<file path="src/rtl/can_id_transmitter.sv">
// can_id_transmitter: shifts a locally owned CAN identifier onto the bus MSB first and
// checks each driven bit against a 2-of-3 majority of the bus readback samples.
module can_id_transmitter #(
    parameter int LENGTH   = 12,
    parameter int ID_WIDTH = 32
) (
    input  logic                         clk,
    input  logic                         resetN,
    input  logic                         enable,
    input  logic                         start,
    input  logic [ID_WIDTH-1:0]          id,
    input  logic                         txPulse,
    input  logic                         samplePulse,
    input  logic                         dIn,
    output logic                         dOut,
    output logic                         busy,
    output logic                         txComplete,
    output logic                         arbLost,
    output logic                         bitError,
    output logic [$clog2(LENGTH+1)-1:0]  bitCount
);
    localparam int CW = $clog2(LENGTH+1);
    localparam logic [CW-1:0] LAST = CW'(LENGTH);
    typedef enum logic [2:0] {IDLE, LOAD, WAIT_TX, SAMPLE, CHECK, DONE, LOST, ERROR} state_t;
    state_t            state, state_n;
    logic [LENGTH-1:0] shift_reg, shift_n;
    logic [1:0]        samp_cnt, samp_cnt_n;
    logic [2:0]        samples, samples_n;
    logic [CW-1:0]     cnt_n;
    logic              dout_n, tc_n, al_n, be_n, voted, unused_id;
    assign voted = (samples[0] & samples[1]) | (samples[0] & samples[2]) | (samples[1] & samples[2]);
    assign unused_id = ^id;
    always_ff @(posedge clk or negedge resetN) begin
        if (!resetN) begin
            state      <= IDLE;
            shift_reg  <= '0;
            samp_cnt   <= '0;
            samples    <= '0;
            bitCount   <= '0;
            dOut       <= 1'b1;
            busy       <= 1'b0;
            txComplete <= 1'b0;
            arbLost    <= 1'b0;
            bitError   <= 1'b0;
        end else begin
            state      <= state_n;
            shift_reg  <= shift_n;
            samp_cnt   <= samp_cnt_n;
            samples    <= samples_n;
            bitCount   <= cnt_n;
            dOut       <= dout_n;
            busy       <= state_n inside {LOAD, WAIT_TX, SAMPLE, CHECK};
            txComplete <= tc_n;
            arbLost    <= al_n;
            bitError   <= be_n;
        end
    end
    always_comb begin
        state_n    = state;
        shift_n    = shift_reg;
        samp_cnt_n = samp_cnt;
        samples_n  = samples;
        cnt_n      = bitCount;
        dout_n     = dOut;
        tc_n       = txComplete;
        al_n       = arbLost;
        be_n       = bitError;
        if (!enable) begin
            state_n = IDLE;
            dout_n  = 1'b1;
        end else begin
            case (state)
                IDLE: begin
                    dout_n = 1'b1;
                    if (start) begin
                        state_n = LOAD;
                        shift_n = id[LENGTH-1:0];
                        cnt_n   = '0;
                        tc_n    = 1'b0;
                        al_n    = 1'b0;
                        be_n    = 1'b0;
                    end
                end
                LOAD: state_n = WAIT_TX;
                WAIT_TX: if (txPulse) begin
                    dout_n     = shift_reg[LENGTH-1];
                    shift_n    = shift_reg << 1;
                    cnt_n      = bitCount + 1'b1;
                    samp_cnt_n = '0;
                    state_n    = SAMPLE;
                end
                SAMPLE: if (samplePulse) begin
                    samples_n[samp_cnt] = dIn;
                    samp_cnt_n          = samp_cnt + 1'b1;
                    state_n             = (samp_cnt == 2'd2) ? CHECK : SAMPLE;
                end
                // dOut still carries the bit driven for this bit time
                CHECK: begin
                    if (dOut && !voted) begin
                        al_n    = 1'b1;
                        dout_n  = 1'b1;
                        state_n = LOST;
                    end else if (!dOut && voted) begin
                        be_n    = 1'b1;
                        dout_n  = 1'b1;
                        state_n = ERROR;
                    end else if (bitCount == LAST) begin
                        tc_n    = 1'b1;
                        state_n = DONE;
                    end else begin
                        state_n = WAIT_TX;
                    end
                end
                default: ;
            endcase
        end
    end
endmodule

</file>
<file path="config.mk">
export PLATFORM = sky130hd
export DESIGN_NAME = can_id_transmitter
export DESIGN_NICKNAME = d
export VERILOG_FILES = /design/src/rtl/can_id_transmitter.sv
export SDC_FILE = /design/constraint.sdc
export NUM_CORES = 1
export LEC_CHECK = 0
export BUFFER_PORTS_ARGS = -buffer_cell sky130_fd_sc_hd__buf_2
export CAP_MARGIN = 5
export CORE_MARGIN = 1.5
export CORE_UTILIZATION = 47
export CTS_BUF_LIST = sky130_fd_sc_hd__clkbuf_4 sky130_fd_sc_hd__clkbuf_8
export DETAILED_ROUTE_END_ITERATION = 8
export PLACE_DENSITY = 0.83
export RECOVER_POWER = 25
export SYNTH_ARGS = -nofsm -noshare
export SYNTH_HDL_FRONTEND = slang
export SYNTH_SLANG_ARGS = --single-unit
export TNS_END_PERCENT = 10
</file>
<file path="constraint.sdc">
create_clock -name clk -period 1.8 [get_ports clk]
set_input_delay 0.09 -clock clk [delete_from_list [all_inputs] [get_ports clk]]
set_output_delay 0.09 -clock clk [all_outputs]
set_load 0.01 [all_outputs]
</file>
==> flow_summary.ini, run 1 <==
[critical_path]
cpLargestDelayFamily = compound AO/OA/AOI/OAI gates
endpoint = shift_reg[9]
cp_cell_sequence = buf_4 -> nand4bb_1 -> o2111ai_4 -> nand4_4 -> o22a_2 -> o21a_1
cp.arrival_ns = 1.99
worst-path-buf-inv = 1
critPathLaunchType = flip-flop
reg2reg_slack_ns = 0.03
r2r-end = shift_reg[9]
reg2reg_depth = 6
worstSetupPathDepth = 6
cp_slowest_cell = dfrtp_1
worstReg2RegStart = state[0]
path_class = reg2reg
critPathCaptureType = flip-flop
startpoint = state[0]
cp_max_fo = 10
critPathRequiredTime_ns = 2.02
cpPeakStageDelay_ns = 0.39

[finish]
areaGrowthSynthToFinish_pct = 24.7
design_area_um2 = 1940
final_core_util = 0.625
register_area_um2 = 727
num_antenna_cells = 0
layout_commonest_cell = dfrtp_1
fin_nets = 237
layout_common_cells = dfrtp_1, buf_2, buf_4
drive_gt1_frac = 0.387
largest_reg_flops = 12
fillers = 258
multi_input_comb_area_um2 = 805

[timing]
rsz0062_at_grt = yes
min_period_ns = 1.77
drv_slew = 0
finalCritPeriodShare = 0.982
setup_tns_ns = 0
fin_skew_ns = 0.00523
fmax_ghz = 0.566
relSlewSlack = 0.524
setup_viol = 0
tightest_slew_ns = 0.714
hold_viol = 0

[job]
max_cap_viol_count = 0

[grt]
antenna_found_initial = 0
grt_usage = 0.226
grt_pass1_vias = 1425
grt_max_degree = 30
grt-ovfl-total = 0
grt_pass1_wl_um = 5980

[synthesis]
syn_nets = 194
ys_warn_count = 0
ys_seq_area_frac = 0.467
avgSynthCellArea_um2 = 10.4
syn_area_um2 = 1560
syn_inst = 150
ys_ff_latch = 29
synth.distinct_cells = 39

[clock_tree]
ctsLongestPathBuffers = 2
root_buffer = clkbuf_4
cts_tree = done
h-tree-depth = 2
path_clk_slew_ns = 0.09
numCtsBuffers = 5
clock_sinks = 29
clk_latency_ns = 0.33

[power]
p_total_mw = 1.56
power.density_nw_per_um2 = 803
p_leak_nw = 0.898
vdd_drop_max_uv = 581

[place]
hpwl_um = 2450
portBuffers = 27
globalplace.congestion = 0.937
dpl-instance-area_um2 = 1780

[floorplan]
start_util = 0.501
rows = 20
pin_count = 48
die_h_um = 60.5
die_w_um = 60.5
die-area_um2 = 3660
coreArea_um2 = 3100

[route]
via_per_inst = 5.84
ant_nets = 0
wire_per_inst_um = 15.6
dr.pass1.iters = 4
routed_wl_um = 3700
first_iter_violations = 48
vias = 1389
drc_errors = 0

[status]
status = finished clean

[hold_path]
hold_path.class = in2reg
area by class of cell:
class	instances	share of cell area
Tap cell	44	0.0284
Multi-Input combinational cell	107	0.415
Timing Repair Buffer	43	0.134
Inverter	7	0.0135
Clock buffer	8	0.0342
Sequential cell	29	0.375
through the flow:
stage	cells	worst slack (ns)	hold slack, ns
after floorplan	150	0.0815	-0.206
after global routing	238	-0.0167	0.0109
final	238	0.0325	0.0127
after global placement	225	0.0565	0.129
after CTS	237	0.0104	0.000231
after detailed placement	225	-0.0300	0.151
worst min path at each step:
stage | startpoint | to | slack, ns | cells past startpoint
after CTS | dIn | samples[0] | 0.0002 | 2
after global routing | dIn | samples[0] | 0.01 | 2
final | dIn | samples[0] | 0.01 | 2
after global placement | resetN | arbLost | 0.13 | 1
after floorplan | resetN | arbLost | -0.21 | 0
after detailed placement | resetN | samples[2] | 0.15 | 1
repair_timing:
item,4_1_cts,5_1_grt
gates resized for setup,3,8
hold buffers,2,0
pin swaps,1,2
setup buffers,1,1
setup endpoints to repair,11,18
hold endpoints to repair,29,0
cloned,1,0
worst register-to-register path: cells and delay by family (launching register included):
family	cells	cell delay, ns
DFF	1	0.39
AOI/OAI and AO/OA	3	0.60
buffers and inverters	1	0.17
and+or+nand+nor	2	0.49
cell usage after synthesis:
cell type   n  share of area
nand4_1     1         0.0040
dfrtp_1    28           0.45
or2_2       1         0.0040
maj3_1      2          0.013
nand3_1    10          0.032
clkbuf_1    2         0.0048
and2_1      1         0.0040
nor2_1     10          0.024
xnor2_1     1         0.0056
o2111ai_2   1         0.0097
o21ai_0    10          0.032
and3_1      2         0.0080
or3b_4      1         0.0072
a21oi_1     5          0.016
a21o_2      1         0.0056
buf_4       2         0.0097
inv_1       7          0.017
a31oi_1     4          0.016
buf_2       2         0.0064
nand2_2     1         0.0040
nor3_1      2         0.0064
a21o_1      1         0.0048
o21a_1     11          0.053
ha_1        5          0.040
o22a_1      7          0.039
o22a_2      5          0.032
nand4bb_1   1         0.0072
nand3b_1    2         0.0097
o311ai_0    1         0.0056
and4bb_2    1         0.0080
buf_6       2          0.014
dfstp_2     1          0.017
a21boi_2    1         0.0072
mux2_2      3          0.022
a32oi_1     1         0.0056
o32ai_1     1         0.0056
nand4_4     1          0.014
nand2_1    11          0.027
o221a_2     1         0.0072
cells by family after synthesis:
logic type | Yosys count | synth area share
buffers and inverters | 15 | 0.0523
muxes | 3 | 0.0217
and+or+nand+nor | 45 | 0.159
AOI/OAI and AO/OA | 50 | 0.241
xor gates and xnor gates | 1 | 0.00563
adders and majority gates | 7 | 0.0531
DFF | 29 | 0.467
power by group:
part	leakage, nW	internal, mW	total, mW	switching, mW
clock	0.0394	0.222	0.444	0.221
sequential	0.364	0.747	0.802	0.0555
combinational	0.495	0.162	0.312	0.150
layer usage:
layer	global-route usage	vias up	wire length, um
met5	0	-	0
met4	0.134	0	81
met3	0.0917	14	263
met2	0.366	74	1850
met1	0.252	662	1510
li1	-	639	-
No activity file was read; power rests on OpenSTA's default activity.
==> inputs of run 2 (changes only) <==
--- a/config.mk
+++ b/config.mk
@@ -11,7 +11,7 @@
 export CORE_UTILIZATION = 47
 export CTS_BUF_LIST = sky130_fd_sc_hd__clkbuf_4 sky130_fd_sc_hd__clkbuf_8
 export DETAILED_ROUTE_END_ITERATION = 8
-export PLACE_DENSITY = 0.83
+export PLACE_DENSITY = 0.77
 export RECOVER_POWER = 25
 export SYNTH_ARGS = -nofsm -noshare
 export SYNTH_HDL_FRONTEND = slang
==> run 2 against run 1 <==
First-iteration DRC count is 13% higher. Register-to-register slack better by 0.04 ns. Flip-flop and latch count unchanged. Clock power shrank 5.9%. Critical path depth rose by 1. Largest cell class unchanged. Largest power group unchanged. Highest routed layer unchanged.
==> flow_summary.ini, run 2 (synthesis gave the netlist of run 1 again) <==
[critical_path]
critPathRequiredTime_ns = 2.01
cp_max_fo = 8
path_class = reg2reg
worstReg2RegStart = state[0]
cp.arrival_ns = 1.93
reg2reg_depth = 7
critPathCaptureType = flip-flop
critPathLaunchType = flip-flop
r2r-end = bitCount[2]
reg2reg_slack_ns = 0.07
startpoint = state[0]

[floorplan]
die-area_um2 = 3660
rows = 20
pin_count = 48
coreArea_um2 = 3100
die_w_um = 60.5
die_h_um = 60.5
start_util = 0.501

[finish]
num_antenna_cells = 0
fillers = 272
drive_gt1_frac = 0.403
final_cells = 240
areaGrowthSynthToFinish_pct = 25.3
layout_commonest_cell = dfrtp_1
largest_reg_flops = 12
fin_nets = 240
design_area_um2 = 1950
layout_common_cells = dfrtp_1, buf_2, buf_4

[route]
wire_per_inst_um = 14.8
drc_errors = 0
vias = 1338
via_per_inst = 5.58
first_iter_violations = 54
dr.pass1.iters = 5
ant_nets = 0
routed_wl_um = 3540

[grt]
grt_pass1_wl_um = 5510
antenna_found_initial = 0
grt_max_degree = 30
grt_pass1_vias = 1290
grt_usage = 0.203
grt-ovfl-total = 0

[timing]
min_period_ns = 1.73
setup_viol = 0
fin_skew_ns = 0.0113
tightest_slew_ns = 0.711
relSlewSlack = 0.526
fmax_ghz = 0.579
hold_viol = 0
finalCritPeriodShare = 0.959
drv_slew = 0

[hold_path]
whs_path_depth = 3
min_to = shift_reg[0]
hold_start = id[0]
hold_path.class = in2reg

[power]
power.density_nw_per_um2 = 786
pwr-share-seq = 0.523
p_sw_mw = 0.421
p_leak_nw = 0.900
sw_frac_of_total = 0.275
clkPwrFrac = 0.273
p_comb_frac = 0.204
p_total_mw = 1.53
vdd_drop_max_uv = 446
p_int_mw = 1.11

[place]
portBuffers = 27
globalplace.congestion = 0.811
dpl-instance-area_um2 = 1800
dp.cells = 227
hpwl_um = 2400

[job]
max_cap_viol_count = 0

[clock_tree]
cts_tree = done
clk_latency_ns = 0.33
root_buffer = clkbuf_4
ctsLongestPathBuffers = 2
clock_sinks = 29
numCtsBuffers = 5
h-tree-depth = 2
path_clk_slew_ns = 0.09

[status]
status = finished clean
[run 2: final cells by class]
class,count,area [um2],area share
repair buffers,46,280,0.144
inverters,7,26.3,0.0135
clock buffers,7,58.8,0.0302
flip-flops and latches,29,727,0.373
well taps,44,55.1,0.0282
multi-input cells,107,802,0.411
[run 2: repair_timing]
item,4_1_cts,5_1_grt
hold endpoints to repair,28,0
setup endpoints to repair,10,17
buffers inserted,2,2
hold buffers,1,0
gates cloned,0,1
pin swaps,1,3
gates resized for setup,0,13
[run 2: critical path, stage by stage, from the launching register on]
cell and delay [ns]:
dfrtp_1 0.41, buf_4 0.18, or2_2 0.34, o21ai_2 0.15, buf_4 0.16, nor2_1 0.04, a32oi_1 0.20, o21ai_1 0.12
[run 2: power by group through the flow]
stage | logic (mW) | registers [mW] | clock network [mW]
floorplan | 0.188 | 0.805 | 0
global placement | 0.263 | 0.807 | 0
detailed placement | 0.277 | 0.813 | 0
CTS | 0.284 | 0.800 | 0.424
global route | 0.352 | 0.813 | 0.449
finish | 0.313 | 0.801 | 0.418
[run 2: worst max-delay path by stage]
stage | depth (start not counted) | end
floorplan | 8 | shift_reg[2]
global placement | 7 | bitCount[2]
detailed placement | 7 | shift_reg[11]
CTS | 7 | shift_reg[11]
global route | 7 | bitCount[2]
finish | 7 | bitCount[2]
[run 2: stage by stage]
| stage | util | setup TNS (ns) | worst slack (ns) | hold WS, ns |
|---|---|---|---|---|
| after floorplan | - | 0 | 0.0815 | -0.206 |
| after global placement | 0.579 | 0 | 0.0519 | 0.133 |
| after detailed placement | 0.579 | -0.000658 | -0.000658 | 0.147 |
| after CTS | 0.606 | 0 | 0.00255 | 0.00204 |
| after global routing | 0.628 | -0.0772 | -0.0526 | 0.0175 |
| final | 0.628 | 0 | 0.0732 | 0.00566 |
[run 2: per-layer routing]
metal	up-vias	GRT usage	part of all wire
li1	650	-	-
met1	632	0.239	0.42
met2	44	0.348	0.50
met3	12	0.0554	0.053
met4	0	0.0870	0.028
met5	-	0	0
==> inputs of run 3 (changes only) <==
--- a/config.mk
+++ b/config.mk
@@ -6,12 +6,13 @@
 export NUM_CORES = 1
 export LEC_CHECK = 0
 export BUFFER_PORTS_ARGS = -buffer_cell sky130_fd_sc_hd__buf_2
-export CAP_MARGIN = 5
+export CAP_MARGIN = 40
 export CORE_MARGIN = 1.5
-export CORE_UTILIZATION = 47
-export CTS_BUF_LIST = sky130_fd_sc_hd__clkbuf_4 sky130_fd_sc_hd__clkbuf_8
+export CORE_UTILIZATION = 45
+export CTS_BUF_LIST = sky130_fd_sc_hd__clkbuf_4 sky130_fd_sc_hd__clkbuf_8 sky130_fd_sc_hd__clkbuf_16
 export DETAILED_ROUTE_END_ITERATION = 8
-export PLACE_DENSITY = 0.77
+export GPL_TIMING_DRIVEN = 0
+export PLACE_DENSITY = 0.74
 export RECOVER_POWER = 25
 export SYNTH_ARGS = -nofsm -noshare
 export SYNTH_HDL_FRONTEND = slang
==> run 3 against run 2 <==
Non-clock buffer count down 4. Clock-buffer cell count unchanged. Die area up 4.2%. First-iteration DRC count down 1.9%. Sequential share of layout area up 1.1 points. Wire length down 0.93%. Via count about the same. Utilization down 6.1 points. Power down 1.6%. Flip-flop and latch count unchanged. The flow now finishes with violations (negative setup slack). Largest cell class unchanged.
==> flow_summary.ini, run 3 (synthesis gave the netlist of run 1 again) <==
[finish]
largest_reg_flops = 12
layout_common_cells = buf_2, dfrtp_1, nand2_1, o21a_1, nand3_1
register_area_um2 = 727
num_antenna_cells = 0
fin_nets = 235
fillers = 307
multi_input_comb_area_um2 = 774
drive_gt1_frac = 0.361
final_cells = 237
areaGrowthSynthToFinish_pct = 21.8
design_area_um2 = 1890
layout_commonest_cell = buf_2
final_core_util = 0.568

[timing]
min_period_ns = 1.85
fin_skew_ns = 0.00933
drv_slew = 0
relSlewSlack = 0.535
setup_viol = 12
tightest_slew_ns = 0.697
finalCritPeriodShare = 1.03
hold_viol = 0
rsz0062_at_grt = yes
fmax_ghz = 0.541
setup_slack_ns = -0.0490

[clock_tree]
path_clk_slew_ns = 0.09
cts_tree = done
root_buffer = clkbuf_4
ctsLongestPathBuffers = 2
clock_sinks = 29
numCtsBuffers = 5
clk_latency_ns = 0.32
h-tree-depth = 2

[grt]
grt_pass1_wl_um = 5740
grt_max_degree = 30
grt_pass1_vias = 1373
grt.busiest_layer = met2
grt_usage = 0.205
antenna_found_initial = 0
met3_usage = 0.0683
met1_usage = 0.230
grt_util_met2 = 0.361
grt-ovfl-total = 0

[floorplan]
die_w_um = 61.8
coreArea_um2 = 3340
start_util = 0.466
die_h_um = 61.8
rows = 21
pin_count = 48
die-area_um2 = 3820

[critical_path]
critPathLaunchType = flip-flop
cp_max_fo = 6
critPathCaptureType = flip-flop
cp.arrival_ns = 2.06
critPathRequiredTime_ns = 2.01
path_class = reg2reg

[status]
status = finished, violations left
violations = negative setup slack

[power]
clkPwrFrac = 0.268
p_sw_mw = 0.402
pwr-share-seq = 0.532
power.density_nw_per_um2 = 796
p_comb_frac = 0.200
sw_frac_of_total = 0.267
p_leak_nw = 0.877
vdd_drop_max_uv = 633
p_int_mw = 1.11

[route]
wire_per_inst_um = 14.8
drc_errors = 0
vias = 1337
routed_wl_um = 3510
via_per_inst = 5.64
ant_nets = 0
dr.pass1.iters = 4
first_iter_violations = 53

[place]
globalplace.congestion = 0.866
dpl-instance-area_um2 = 1740
portBuffers = 26
hpwl_um = 2440
dp.cells = 222

[hold_path]
hold_path.class = in2reg

[job]
max_cap_viol_count = 0
==> run 3: path summary, 6_finish.rpt <==
check,cells past startpoint,to,startpoint,slack (ns)
worst max-delay path,7,shift_reg[7],state[0],-0.05
worst min-delay path,3,shift_reg[0],id[0],0.02
worst max register to register,7,shift_reg[7],state[0],-0.05
worst min register to register,1,shift_reg[10],shift_reg[10],0.50
max in group asynchronous,2,shift_reg[8],resetN,1.00
min in group asynchronous,2,state[2],resetN,0.35
==> run 3: repair_timing <==
action	CTS	global route
gates resized for setup	3	6
pin swaps	3	0
hold endpoints to repair	28	0
buffers inserted	0	6
cloned	0	2
setup endpoints to repair	17	22
hold buffers	1	0
==> run 3: cell type report <==
| cell class | count | share of cell area |
|---|---|---|
| Buffer | 7 | 0.0291 |
| Tap cell | 46 | 0.0304 |
| Sequential cell | 29 | 0.384 |
| Multi-Input combinational cell | 106 | 0.409 |
| Inverter | 7 | 0.0139 |
| Clock buffer | 7 | 0.0310 |
| Timing Repair Buffer | 35 | 0.103 |
==> run 3: critical path, cell delays in order, from the launching register on <==
cell	delay, ns
dfrtp_1	0.41
buf_6	0.14
or3b_4	0.41
o2111ai_4	0.12
nand4_4	0.16
buf_4	0.18
o22a_2	0.21
o21a_1	0.09
==> run 3: power groups by stage <==
| stage | registers (mW) | logic, mW | clock network, mW |
|---|---|---|---|
| global route | 0.814 | 0.337 | 0.447 |
| CTS | 0.804 | 0.277 | 0.416 |
| global placement | 0.810 | 0.257 | 0 |
| floorplan | 0.805 | 0.188 | 0 |
| finish | 0.802 | 0.301 | 0.405 |
| detailed placement | 0.817 | 0.269 | 0 |
==> run 3: per-stage QoR <==
step | total power, mW | hold slack, ns | TNS, ns | setup slack (ns)
6_report | 1.51 | 0.0155 | -0.395 | -0.0490
5_1_grt | 1.60 | 0.0255 | -1.16 | -0.102
2_1_floorplan | 0.993 | -0.206 | 0 | 0.0815
4_1_cts | 1.50 | 0.00655 | -0.406 | -0.0692
3_5_place_dp | 1.09 | 0.143 | -1.23 | -0.142
3_3_place_gp | 1.07 | 0.137 | -0.280 | -0.0403
==> run 3: metal layers <==
layer  part of all wire  up-vias
met4              0.022        0
met2               0.50       53
li1                   -      631
met1               0.42      637
met5                  0        -
met3              0.053       16
